**src/rtl/if_fetch_stage_if.sv**
```systemverilog
// Instruction-memory request bus between the fetch stage (master) and imem (slave).
// The address is held stable from the cycle imem_req rises until imem_ready completes it.
interface if_fetch_stage_if;
  logic        imem_req;
  logic [31:0] imem_addr;
  logic [31:0] imem_rdata;
  logic        imem_ready;

  modport master (
    output imem_req,
    output imem_addr,
    input  imem_rdata,
    input  imem_ready
  );

  modport slave (
    input  imem_req,
    input  imem_addr,
    output imem_rdata,
    output imem_ready
  );
endinterface

```
**src/rtl/if_fetch_stage.sv**
```systemverilog
// Instruction-fetch stage: PC, imem request FSM with a one-entry stall buffer, and IF/ID register.
// Redirects discard any in-flight or buffered word, so nothing behind a branch is ever delivered.
module if_fetch_stage #(
  parameter logic [31:0] RESET_PC = 32'h0000_0000
) (
  input  logic                     clk,
  input  logic                     rst,
  input  logic                     stall_IF,
  input  logic                     is_branch,
  input  logic [31:0]              branch_address,
  input  logic                     is_rst_IF_ID,
  if_fetch_stage_if.master         imem,
  output logic [31:0]              pc_plus4_ID,
  output logic [31:0]              inst_ID,
  output logic                     valid_ID
);

  typedef enum logic [1:0] {
    IDLE = 2'd0,
    REQ  = 2'd1,
    HOLD = 2'd2,
    DROP = 2'd3
  } state_t;

  state_t      state;
  state_t      state_next;

  logic [31:0] pc;
  logic [31:0] pc_next;
  logic [31:0] addr_q;
  logic [31:0] addr_next;
  logic [31:0] buf_inst;
  logic [31:0] buf_inst_next;
  logic [31:0] buf_addr;
  logic [31:0] buf_addr_next;

  logic        deliver;
  logic [31:0] deliver_inst;
  logic [31:0] deliver_pc4;

  logic [31:0] target;
  logic [31:0] addr_plus4;
  logic [31:0] buf_plus4;

  assign target     = branch_address & 32'hFFFF_FFFC;
  assign addr_plus4 = addr_q + 32'd4;
  assign buf_plus4  = buf_addr + 32'd4;

  assign imem.imem_req  = (state == REQ) || (state == DROP);
  assign imem.imem_addr = addr_q;

  always_ff @(posedge clk) begin
    if (rst) begin
      state    <= IDLE;
      pc       <= RESET_PC;
      addr_q   <= 32'h0000_0000;
      buf_inst <= 32'h0000_0000;
      buf_addr <= 32'h0000_0000;
    end else begin
      state    <= state_next;
      pc       <= pc_next;
      addr_q   <= addr_next;
      buf_inst <= buf_inst_next;
      buf_addr <= buf_addr_next;
    end
  end

  // Redirect always wins the PC path; a stalled return parks in buf instead of being refetched.
  always_comb begin
    state_next    = state;
    pc_next       = pc;
    addr_next     = addr_q;
    buf_inst_next = buf_inst;
    buf_addr_next = buf_addr;
    deliver       = 1'b0;
    deliver_inst  = 32'h0000_0000;
    deliver_pc4   = 32'h0000_0000;

    case (state)
      IDLE: begin
        state_next = REQ;
        if (is_branch) begin
          pc_next   = target;
          addr_next = target;
        end else begin
          addr_next = pc;
        end
      end

      REQ: begin
        if (is_branch) begin
          pc_next = target;
          if (imem.imem_ready) begin
            addr_next = target;
          end else begin
            state_next = DROP;
          end
        end else if (imem.imem_ready) begin
          if (stall_IF) begin
            buf_inst_next = imem.imem_rdata;
            buf_addr_next = addr_q;
            state_next    = HOLD;
          end else begin
            deliver      = 1'b1;
            deliver_inst = imem.imem_rdata;
            deliver_pc4  = addr_plus4;
            pc_next      = addr_plus4;
            addr_next    = addr_plus4;
          end
        end
      end

      HOLD: begin
        if (is_branch) begin
          pc_next    = target;
          addr_next  = target;
          state_next = REQ;
        end else if (!stall_IF) begin
          deliver      = 1'b1;
          deliver_inst = buf_inst;
          deliver_pc4  = buf_plus4;
          pc_next      = buf_plus4;
          addr_next    = buf_plus4;
          state_next   = REQ;
        end
      end

      DROP: begin
        // The stale request must still complete before the target can be issued.
        if (is_branch) begin
          pc_next = target;
        end
        if (imem.imem_ready) begin
          addr_next  = is_branch ? target : pc;
          state_next = REQ;
        end
      end

      default: begin
        state_next = IDLE;
      end
    endcase
  end

  // Flush beats stall beats load; with nothing delivered the slot becomes a bubble.
  always_ff @(posedge clk) begin
    if (rst) begin
      inst_ID     <= 32'h0000_0000;
      pc_plus4_ID <= 32'h0000_0000;
      valid_ID    <= 1'b0;
    end else if (is_rst_IF_ID) begin
      inst_ID     <= 32'h0000_0000;
      pc_plus4_ID <= 32'h0000_0000;
      valid_ID    <= 1'b0;
    end else if (stall_IF) begin
      inst_ID     <= inst_ID;
      pc_plus4_ID <= pc_plus4_ID;
      valid_ID    <= valid_ID;
    end else if (deliver) begin
      inst_ID     <= deliver_inst;
      pc_plus4_ID <= deliver_pc4;
      valid_ID    <= 1'b1;
    end else begin
      inst_ID     <= 32'h0000_0000;
      valid_ID    <= 1'b0;
    end
  end

endmodule

```
**src/flat_wrapper.sv**
```systemverilog
// flat-port wrapper written by rule: the top's interface ports become plain ports
module if_fetch_stage_flat 
#(
  parameter logic [31:0] RESET_PC = 32'h0000_0000
)
  (clk, rst, stall_IF, is_branch, branch_address, is_rst_IF_ID, pc_plus4_ID, inst_ID, valid_ID, imem_imem_req, imem_imem_addr, imem_imem_rdata, imem_imem_ready);
  if_fetch_stage_if imem_i ();
  input  logic clk;
  input  logic rst;
  input  logic stall_IF;
  input  logic is_branch;
  input  logic [31:0] branch_address;
  input  logic is_rst_IF_ID;
  output logic [31:0] pc_plus4_ID;
  output logic [31:0] inst_ID;
  output logic valid_ID;
  output wire logic [$bits(imem_i.imem_req)-1:0] imem_imem_req;
  output wire logic [$bits(imem_i.imem_addr)-1:0] imem_imem_addr;
  input wire logic [$bits(imem_i.imem_rdata)-1:0] imem_imem_rdata;
  input wire logic [$bits(imem_i.imem_ready)-1:0] imem_imem_ready;
  assign imem_imem_req = imem_i.imem_req;
  assign imem_imem_addr = imem_i.imem_addr;
  assign imem_i.imem_rdata = imem_imem_rdata;
  assign imem_i.imem_ready = imem_imem_ready;
  if_fetch_stage #(.RESET_PC(RESET_PC)) u_core (.clk(clk), .rst(rst), .stall_IF(stall_IF), .is_branch(is_branch), .branch_address(branch_address), .is_rst_IF_ID(is_rst_IF_ID), .imem(imem_i), .pc_plus4_ID(pc_plus4_ID), .inst_ID(inst_ID), .valid_ID(valid_ID));
endmodule
```
**config.mk**
```make
export PLATFORM = sky130hd
export DESIGN_NAME = if_fetch_stage_flat
export DESIGN_NICKNAME = d
export VERILOG_FILES = /design/src/rtl/if_fetch_stage_if.sv /design/src/rtl/if_fetch_stage.sv /design/src/flat_wrapper.sv
export SDC_FILE = /design/constraint.sdc
export NUM_CORES = 1
export LEC_CHECK = 0
export CAP_MARGIN = 0
export CORE_AREA = 2 2 141 143
export DETAILED_ROUTE_END_ITERATION = 8
export DIE_AREA = 0 0 143 145
export PLACE_DENSITY_LB_ADDON = 0.25
export SYNTH_ARGS = -nofsm -noshare
export SYNTH_HDL_FRONTEND = slang
export SYNTH_SLANG_ARGS = --single-unit
```
**constraint.sdc**
```tcl
create_clock -name clk -period 3.1 [get_ports clk]
set_input_delay 0.93 -clock clk [delete_from_list [all_inputs] [get_ports clk]]
set_output_delay 0.93 -clock clk [all_outputs]
set_load 0.01 [all_outputs]
```
==> results of run 1 <==
-- per-stage QoR --
step / cells / utilization, %
after detailed placement: 1699 / 64.2
after global placement: 1699 / 64.2
after CTS: 1731 / 67.6
after global routing: 1731 / 67.6
final: 1731 / 67.6
after floorplan: 1327 / -
-- sequential cells by signal, summed over array words and instances, names as in the netlist --
register and count:
u_core.buf_inst 32, u_core.buf_addr 32, u_core.inst_ID 32, u_core.state 2
u_core.pc 32, u_core.pc_plus4_ID 32, u_core.imem.imem_addr 32, u_core.valid_ID 1
-- Yosys cell counts, types with 10 or more instances --
| cell type | n |
|---|---|
| sky130_fd_sc_hd__a22o_1 | 48 |
| sky130_fd_sc_hd__a211oi_1 | 16 |
| sky130_fd_sc_hd__nand3_1 | 39 |
| sky130_fd_sc_hd__mux2i_1 | 11 |
| sky130_fd_sc_hd__nor4_1 | 17 |
| sky130_fd_sc_hd__nor3_1 | 31 |
| sky130_fd_sc_hd__xor2_1 | 13 |
| sky130_fd_sc_hd__a21o_1 | 18 |
| sky130_fd_sc_hd__a21oi_1 | 110 |
| sky130_fd_sc_hd__o21a_1 | 10 |
| sky130_fd_sc_hd__clkbuf_1 | 111 |
| sky130_fd_sc_hd__a311oi_1 | 11 |
| sky130_fd_sc_hd__a221oi_1 | 19 |
| sky130_fd_sc_hd__nand4_1 | 19 |
| sky130_fd_sc_hd__a31oi_1 | 16 |
| sky130_fd_sc_hd__o211ai_1 | 14 |
| sky130_fd_sc_hd__nand2b_1 | 26 |
| sky130_fd_sc_hd__o21ai_0 | 86 |
| sky130_fd_sc_hd__nand2_1 | 211 |
| sky130_fd_sc_hd__o31a_1 | 11 |
| sky130_fd_sc_hd__nor2_1 | 102 |
| sky130_fd_sc_hd__inv_1 | 13 |
| sky130_fd_sc_hd__a22oi_1 | 56 |
| sky130_fd_sc_hd__dfxtp_1 | 195 |
| sky130_fd_sc_hd__xnor2_1 | 15 |
-- worst max-delay path, cell delays in order, from the launching register on --
cell and delay, ns:
sky130_fd_sc_hd__dfxtp_1 0.39, sky130_fd_sc_hd__inv_1 0.06, sky130_fd_sc_hd__ha_2 0.17, sky130_fd_sc_hd__or2_2 0.32
sky130_fd_sc_hd__clkdlybuf4s50_1 0.49
-- layer usage --
layer	wire (um)	share of wire, %
met3	3600	10
met1	14000	40
met2	15900	46
met4	1350	3.9
met5	0	0
-- logic make-up after synthesis --
kind of cell	count (synthesis)	share of synthesized area, %
and+or+nand+nor	499	22.6
AOI/OAI and AO/OA	455	30.1
DFF	195	38.2
buffers and inverters	134	4.97
xor gates and xnor gates	28	2.40
muxes	11	1.08
adders and majority gates	5	0.612
-- cell type report --
cell class / count / area [um^2] / area share (%)
Sequential cell: 195 / 3900 / 30.1
Timing Repair Buffer: 228 / 2200 / 17.0
Tap cell: 265 / 332 / 2.55
Clock inverter: 15 / 219 / 1.69
Inverter: 13 / 48.8 / 0.376
Clock buffer: 17 / 425 / 3.28
Multi-Input combinational cell: 998 / 5850 / 45.1
-- power groups by stage --
stage / clock network, uW / logic, uW / registers (uW)
floorplan: 0 / 748 / 2810
global placement: 0 / 1270 / 2820
detailed placement: 0 / 1290 / 2830
CTS: 2380 / 1290 / 2770
global route: 2470 / 1420 / 2800
finish: 2350 / 1320 / 2780
-- worst paths after layout --
path	startpoint	end
max	u_core.state[1]	imem_imem_req
min	u_core.pc[3]	u_core.pc[3]
max reg2reg	u_core.imem.imem_addr[12]	u_core.imem.imem_addr[27]
min reg2reg	u_core.pc[3]	u_core.pc[3]
==> impl_metrics.env, run 1 <==
export IMPL_io_buffers=165
export IMPL_synth_lib_cells_used_distinct=57
export IMPL_floorplan_core_area_um2=19200
export IMPL_critical_path_required_ns=2.17
export IMPL_worstMarginPinSlew_ns=1.01
export IMPL_grt_first_pass_wirelength_um=54900
export IMPL_clkPwrFrac_pct=36.5
export IMPL_initial_core_util_pct=53.2
export IMPL_min_delay_path_depth=2
export IMPL_finalWirelength_um=34900
export IMPL_synth_enable_flop_cells=0
export IMPL_report_final_slew_viol_count=0
export IMPL_die_area_um2=20700
export IMPL_static_leakage_power_uw=0.00452
export IMPL_synth_area_um2=10200
export IMPL_internal_power_uw=4330
export IMPL_die_span_in_x_um=143
export IMPL_grt_met1_usage_pct=43.8
export IMPL_finish_net_count=1528
export IMPL_drt_first_pass_iters=8
export IMPL_synth_largest_type_area_fraction_pct=38.2
export IMPL_synth_seq_area_share_pct=38.2
export IMPL_drt_iter0_markers=1295
export IMPL_ctsResizeCount=0
export IMPL_via_count=11000
export IMPL_whs_ns=0.455
export IMPL_outcome="complete, no violations"
export IMPL_cellPowerDensity_nw_per_um2=497
export IMPL_number_of_placed_i_o_pins=168
export IMPL_yosys_top_cells_area="sky130_fd_sc_hd__dfxtp_1 38%, sky130_fd_sc_hd__nand2_1 7.8%, sky130_fd_sc_hd__a21oi_1 5.4%"
export IMPL_reg2reg_depth=6
export IMPL_drive_above_1_share_pct=8.12
export IMPL_tritoncts="done"
export IMPL_power_total_uw=6450
export IMPL_setup_crit_path_kind="reg -> out"
export IMPL_swShare_pct=32.9
export IMPL_finalWorstPathRequiredPeriod_ns=2.81
export IMPL_std_cell_rows=51
export IMPL_gr_usage_met2_pct=52.5
export IMPL_critical_path_arrival_ns=1.88
export IMPL_antenna_cells_inserted=0
export IMPL_synthesis_instances=1327
export IMPL_clkSinkCount=195
export IMPL_report_final_setup_viol=0
export IMPL_dp_worst_setup_slack_ns=0.0725
export IMPL_p_sw_uw=2120
export IMPL_layout_commonest_cell="sky130_fd_sc_hd__nand2_1"
export IMPL_drt_vias_per_instance=6.38
export IMPL_critical_path_peak_fanout=4
export IMPL_primary_ff_master_synth="sky130_fd_sc_hd__dfxtp_1"
export IMPL_synthToLayoutAreaGrowth_pct=27.1
export IMPL_globalRoute_busiestLayer="met2"
export IMPL_place_congestion=0.993
export IMPL_fillerInstances=1592
export IMPL_path_clk_slew_ns=0.08
export IMPL_h_tree_depth=4
export IMPL_slew_headroom_pct=32.5
export IMPL_drcViolationCount=0
export IMPL_antenna_violating_nets_post_route=0
export IMPL_avgRoutedWirePerCell_um=20.2
export IMPL_final_cell_mix="210 x sky130_fd_sc_hd__nand2_1, 195 x sky130_fd_sc_hd__dfxtp_1, 163 x sky130_fd_sc_hd__clkdlybuf4s50_1"
export IMPL_ir_worst_vdd_mv=0.490
export IMPL_hold_violations=0
export IMPL_achievable_frequency_ghz=0.356
export IMPL_grt_use_total_pct=33.4
export IMPL_cts_buffers=17
export IMPL_post_cts_buffers=0
export IMPL_fin_ws_ns=0.289
export IMPL_reg2reg_slack_ns=0.34
export IMPL_critical_path_startpoint_type="flop"
export IMPL_clock_latency_ns=0.45
export IMPL_async_flop_share_pct=0
export IMPL_critPathCaptureType="output port"
export IMPL_first_global_vias=10400
export IMPL_fin_crit_sh_pct=90.7
export IMPL_grt_max_degree=65
export IMPL_postSynthAreaPerCell_um2=7.70
export IMPL_cap_viol_max_count=0
export IMPL_grt_remaining_overflow=0
export IMPL_number_of_antenna_violations_at_the_first_check_in_global_routing=0
export IMPL_design_area_um2=13000
export IMPL_clock_tree_buffer_depth=2
export IMPL_synth_nets=1402
export IMPL_clock_skew_ns=0.00929
export IMPL_seq_cells_post_synth=195
export IMPL_share_seq_of_total_power_pct=43.1
export IMPL_synthDominantAreaCellType="sky130_fd_sc_hd__dfxtp_1"
export IMPL_global_route_usage_met3_pct=7.23
export IMPL_grt_setup_unrepaired="false"
export IMPL_clockRootBuffer="sky130_fd_sc_hd__clkbuf_16"
export IMPL_ys_warn_count=0
export IMPL_hold_bufs_at_cts=0
export IMPL_die_extent_in_y_um=145
export IMPL_totalNegativeSetupSlack_ns=0
export IMPL_detailed_place_area_um2=12300
export IMPL_combinationalPowerShare_pct=20.4
export IMPL_detailed_place_hpwl_um=23300
export IMPL_hold_class="reg -> reg"
(Power assumes the default switching activity.)
==> run 2: changes to the inputs <==
CORE_AREA = 5 5 144 146   (was 2 2 141 143)
DIE_AREA = 0 0 149 151   (was 0 0 143 145)
==> run 2 against run 1 <==
Register-to-register slack better by 0.02 ns. Cell area about the same. Flip-flop and latch count unchanged. Clock power down 2%.
==> impl_metrics.env, run 2 (synthesis results as in run 1) <==
export IMPL_hold_violations=0
export IMPL_number_of_placed_i_o_pins=168
export IMPL_fin_crit_sh_pct=91.0
export IMPL_hold_bufs_at_cts=0
export IMPL_outcome="complete, no violations"
export IMPL_critical_path_peak_fanout=4
export IMPL_grt_first_pass_wirelength_um=55400
export IMPL_die_span_in_x_um=149
export IMPL_drt_vias_per_instance=6.33
export IMPL_grt_use_total_pct=30.8
export IMPL_cellPowerDensity_nw_per_um2=493
export IMPL_worstPathCellList="inv_1 -> ha_2 -> or2_2 -> clkdlybuf4s50_1"
export IMPL_report_final_slew_viol_count=0
export IMPL_hold_class="reg -> reg"
export IMPL_number_of_antenna_violations_at_the_first_check_in_global_routing=0
export IMPL_fillerInstances=1635
export IMPL_top_layer_used="met4"
export IMPL_finish_net_count=1531
export IMPL_final_cell_mix="210 x sky130_fd_sc_hd__nand2_1, 195 x sky130_fd_sc_hd__dfxtp_1, 163 x sky130_fd_sc_hd__clkdlybuf4s50_1"
export IMPL_grt_max_degree=58
export IMPL_critical_path_startpoint_type="flop"
export IMPL_drive_above_1_share_pct=8.30
export IMPL_worstMarginPinSlew_ns=0.656
export IMPL_path_clk_slew_ns=0.09
export IMPL_tritoncts="done"
export IMPL_finalWirelength_um=35000
export IMPL_h_tree_depth=4
export IMPL_via_count=11000
export IMPL_clock_latency_ns=0.44
export IMPL_io_buffers=165
export IMPL_antenna_violating_nets_post_route=0
export IMPL_floorplan_core_area_um2=19300
export IMPL_power_total_uw=6400
export IMPL_detailed_place_hpwl_um=24100
export IMPL_initial_core_util_pct=53.0
export IMPL_whs_ns=0.458
export IMPL_cap_viol_max_count=0
export IMPL_clkSinkCount=195
export IMPL_cts_buffers=17
export IMPL_critPathTopFamily="buffers and inverters"
export IMPL_timing_critical_path_slowest_cell_delay_ns=0.49
export IMPL_critical_path_arrival_ns=1.89
export IMPL_critical_path_required_ns=2.17
export IMPL_clockRootBuffer="sky130_fd_sc_hd__clkbuf_16"
export IMPL_achievable_frequency_ghz=0.355
export IMPL_worst_path_max_delay_cell="sky130_fd_sc_hd__clkdlybuf4s50_1"
export IMPL_post_cts_buffers=0
export IMPL_design_area_um2=13000
export IMPL_fin_ws_ns=0.280
export IMPL_std_cell_rows=51
export IMPL_grt_setup_unrepaired="false"
export IMPL_totalNegativeSetupSlack_ns=0
export IMPL_avgRoutedWirePerCell_um=20.2
export IMPL_dp_worst_setup_slack_ns=0.0855
export IMPL_critPathCaptureType="output port"
export IMPL_detailroute_wirelength_met3_um=3420
export IMPL_slew_headroom_pct=55.9
export IMPL_die_extent_in_y_um=151
export IMPL_report_final_setup_viol=0
export IMPL_layout_commonest_cell="sky130_fd_sc_hd__nand2_1"
export IMPL_die_area_um2=22500
export IMPL_met1_length_um=14100
export IMPL_grt_remaining_overflow=0
export IMPL_synthToLayoutAreaGrowth_pct=27.1
export IMPL_ctsResizeCount=0
export IMPL_clock_tree_buffer_depth=2
export IMPL_place_congestion=0.944
export IMPL_setup_crit_path_kind="reg -> out"
export IMPL_static_leakage_power_uw=0.00452
export IMPL_drcViolationCount=0
export IMPL_reg2reg_slack_ns=0.36
export IMPL_clock_skew_ns=0.0103
export IMPL_drt_first_pass_iters=6
export IMPL_first_global_vias=10500
export IMPL_ir_worst_vdd_mv=0.380
export IMPL_detailed_place_area_um2=12400
export IMPL_antenna_cells_inserted=0
export IMPL_cp_buffers_inverters=2
export IMPL_met2_length_um=16400
export IMPL_drt_iter0_markers=1491
export IMPL_finalWorstPathRequiredPeriod_ns=2.82
-- run 2: stage by stage --
stage	utilization, %	std cells
6_report	67.4	1734
5_1_grt	67.4	1734
4_1_cts	67.4	1734
3_5_place_dp	64.1	1702
3_3_place_gp	64.1	1702
2_1_floorplan	-	1327
-- run 2: metal layers --
layer	vias to the layer above	global-route usage, %
li1	5121	-
met1	5130	40.3
met2	629	49.9
met3	99	6.73
met4	0	11.7
met5	-	0
-- run 2: cell type report --
class	count	area (um^2)	area share (%)
inverter	13	48.8	0.376
multi-input combinational	998	5850	45.0
timing repair buffer	231	2230	17.2
sequential	195	3900	30.1
clock buffer	17	425	3.28
tap	265	332	2.55
clock inverter	15	200	1.54
-- run 2: final timing paths --
kind | start | end | cells past startpoint
worst max-delay path | u_core.state[1] | imem_imem_req | 4
worst max register to register | u_core.imem.imem_addr[2] | u_core.pc_plus4_ID[22] | 7
worst min-delay path | u_core.buf_inst[12] | u_core.buf_inst[12] | 2
worst min register to register | u_core.buf_inst[12] | u_core.buf_inst[12] | 2
-- run 2: worst reg2reg max path, cell delays in order, from the launching register on --
cell,delay (ns)
sky130_fd_sc_hd__dfxtp_1,0.51
sky130_fd_sc_hd__ha_1,0.26
sky130_fd_sc_hd__nand3_1,0.17
sky130_fd_sc_hd__or3_1,0.58
sky130_fd_sc_hd__o31a_1,0.36
sky130_fd_sc_hd__or2_2,0.29
sky130_fd_sc_hd__a221oi_1,0.36
sky130_fd_sc_hd__nor2_1,0.09
-- run 2: report_power, final --
part / switching [uW] / internal [uW] / leakage [uW]
combinational: 750 / 568 / 0.00264
clock: 1190 / 1120 / 0.000299
sequential: 145 / 2630 / 0.00158
==> run 3: changes to the inputs <==
CTS_CLUSTER_SIZE = 20   (was default)
==> results of run 3 <==
The final DEF is identical to that of run 2; final timing and power are the same.
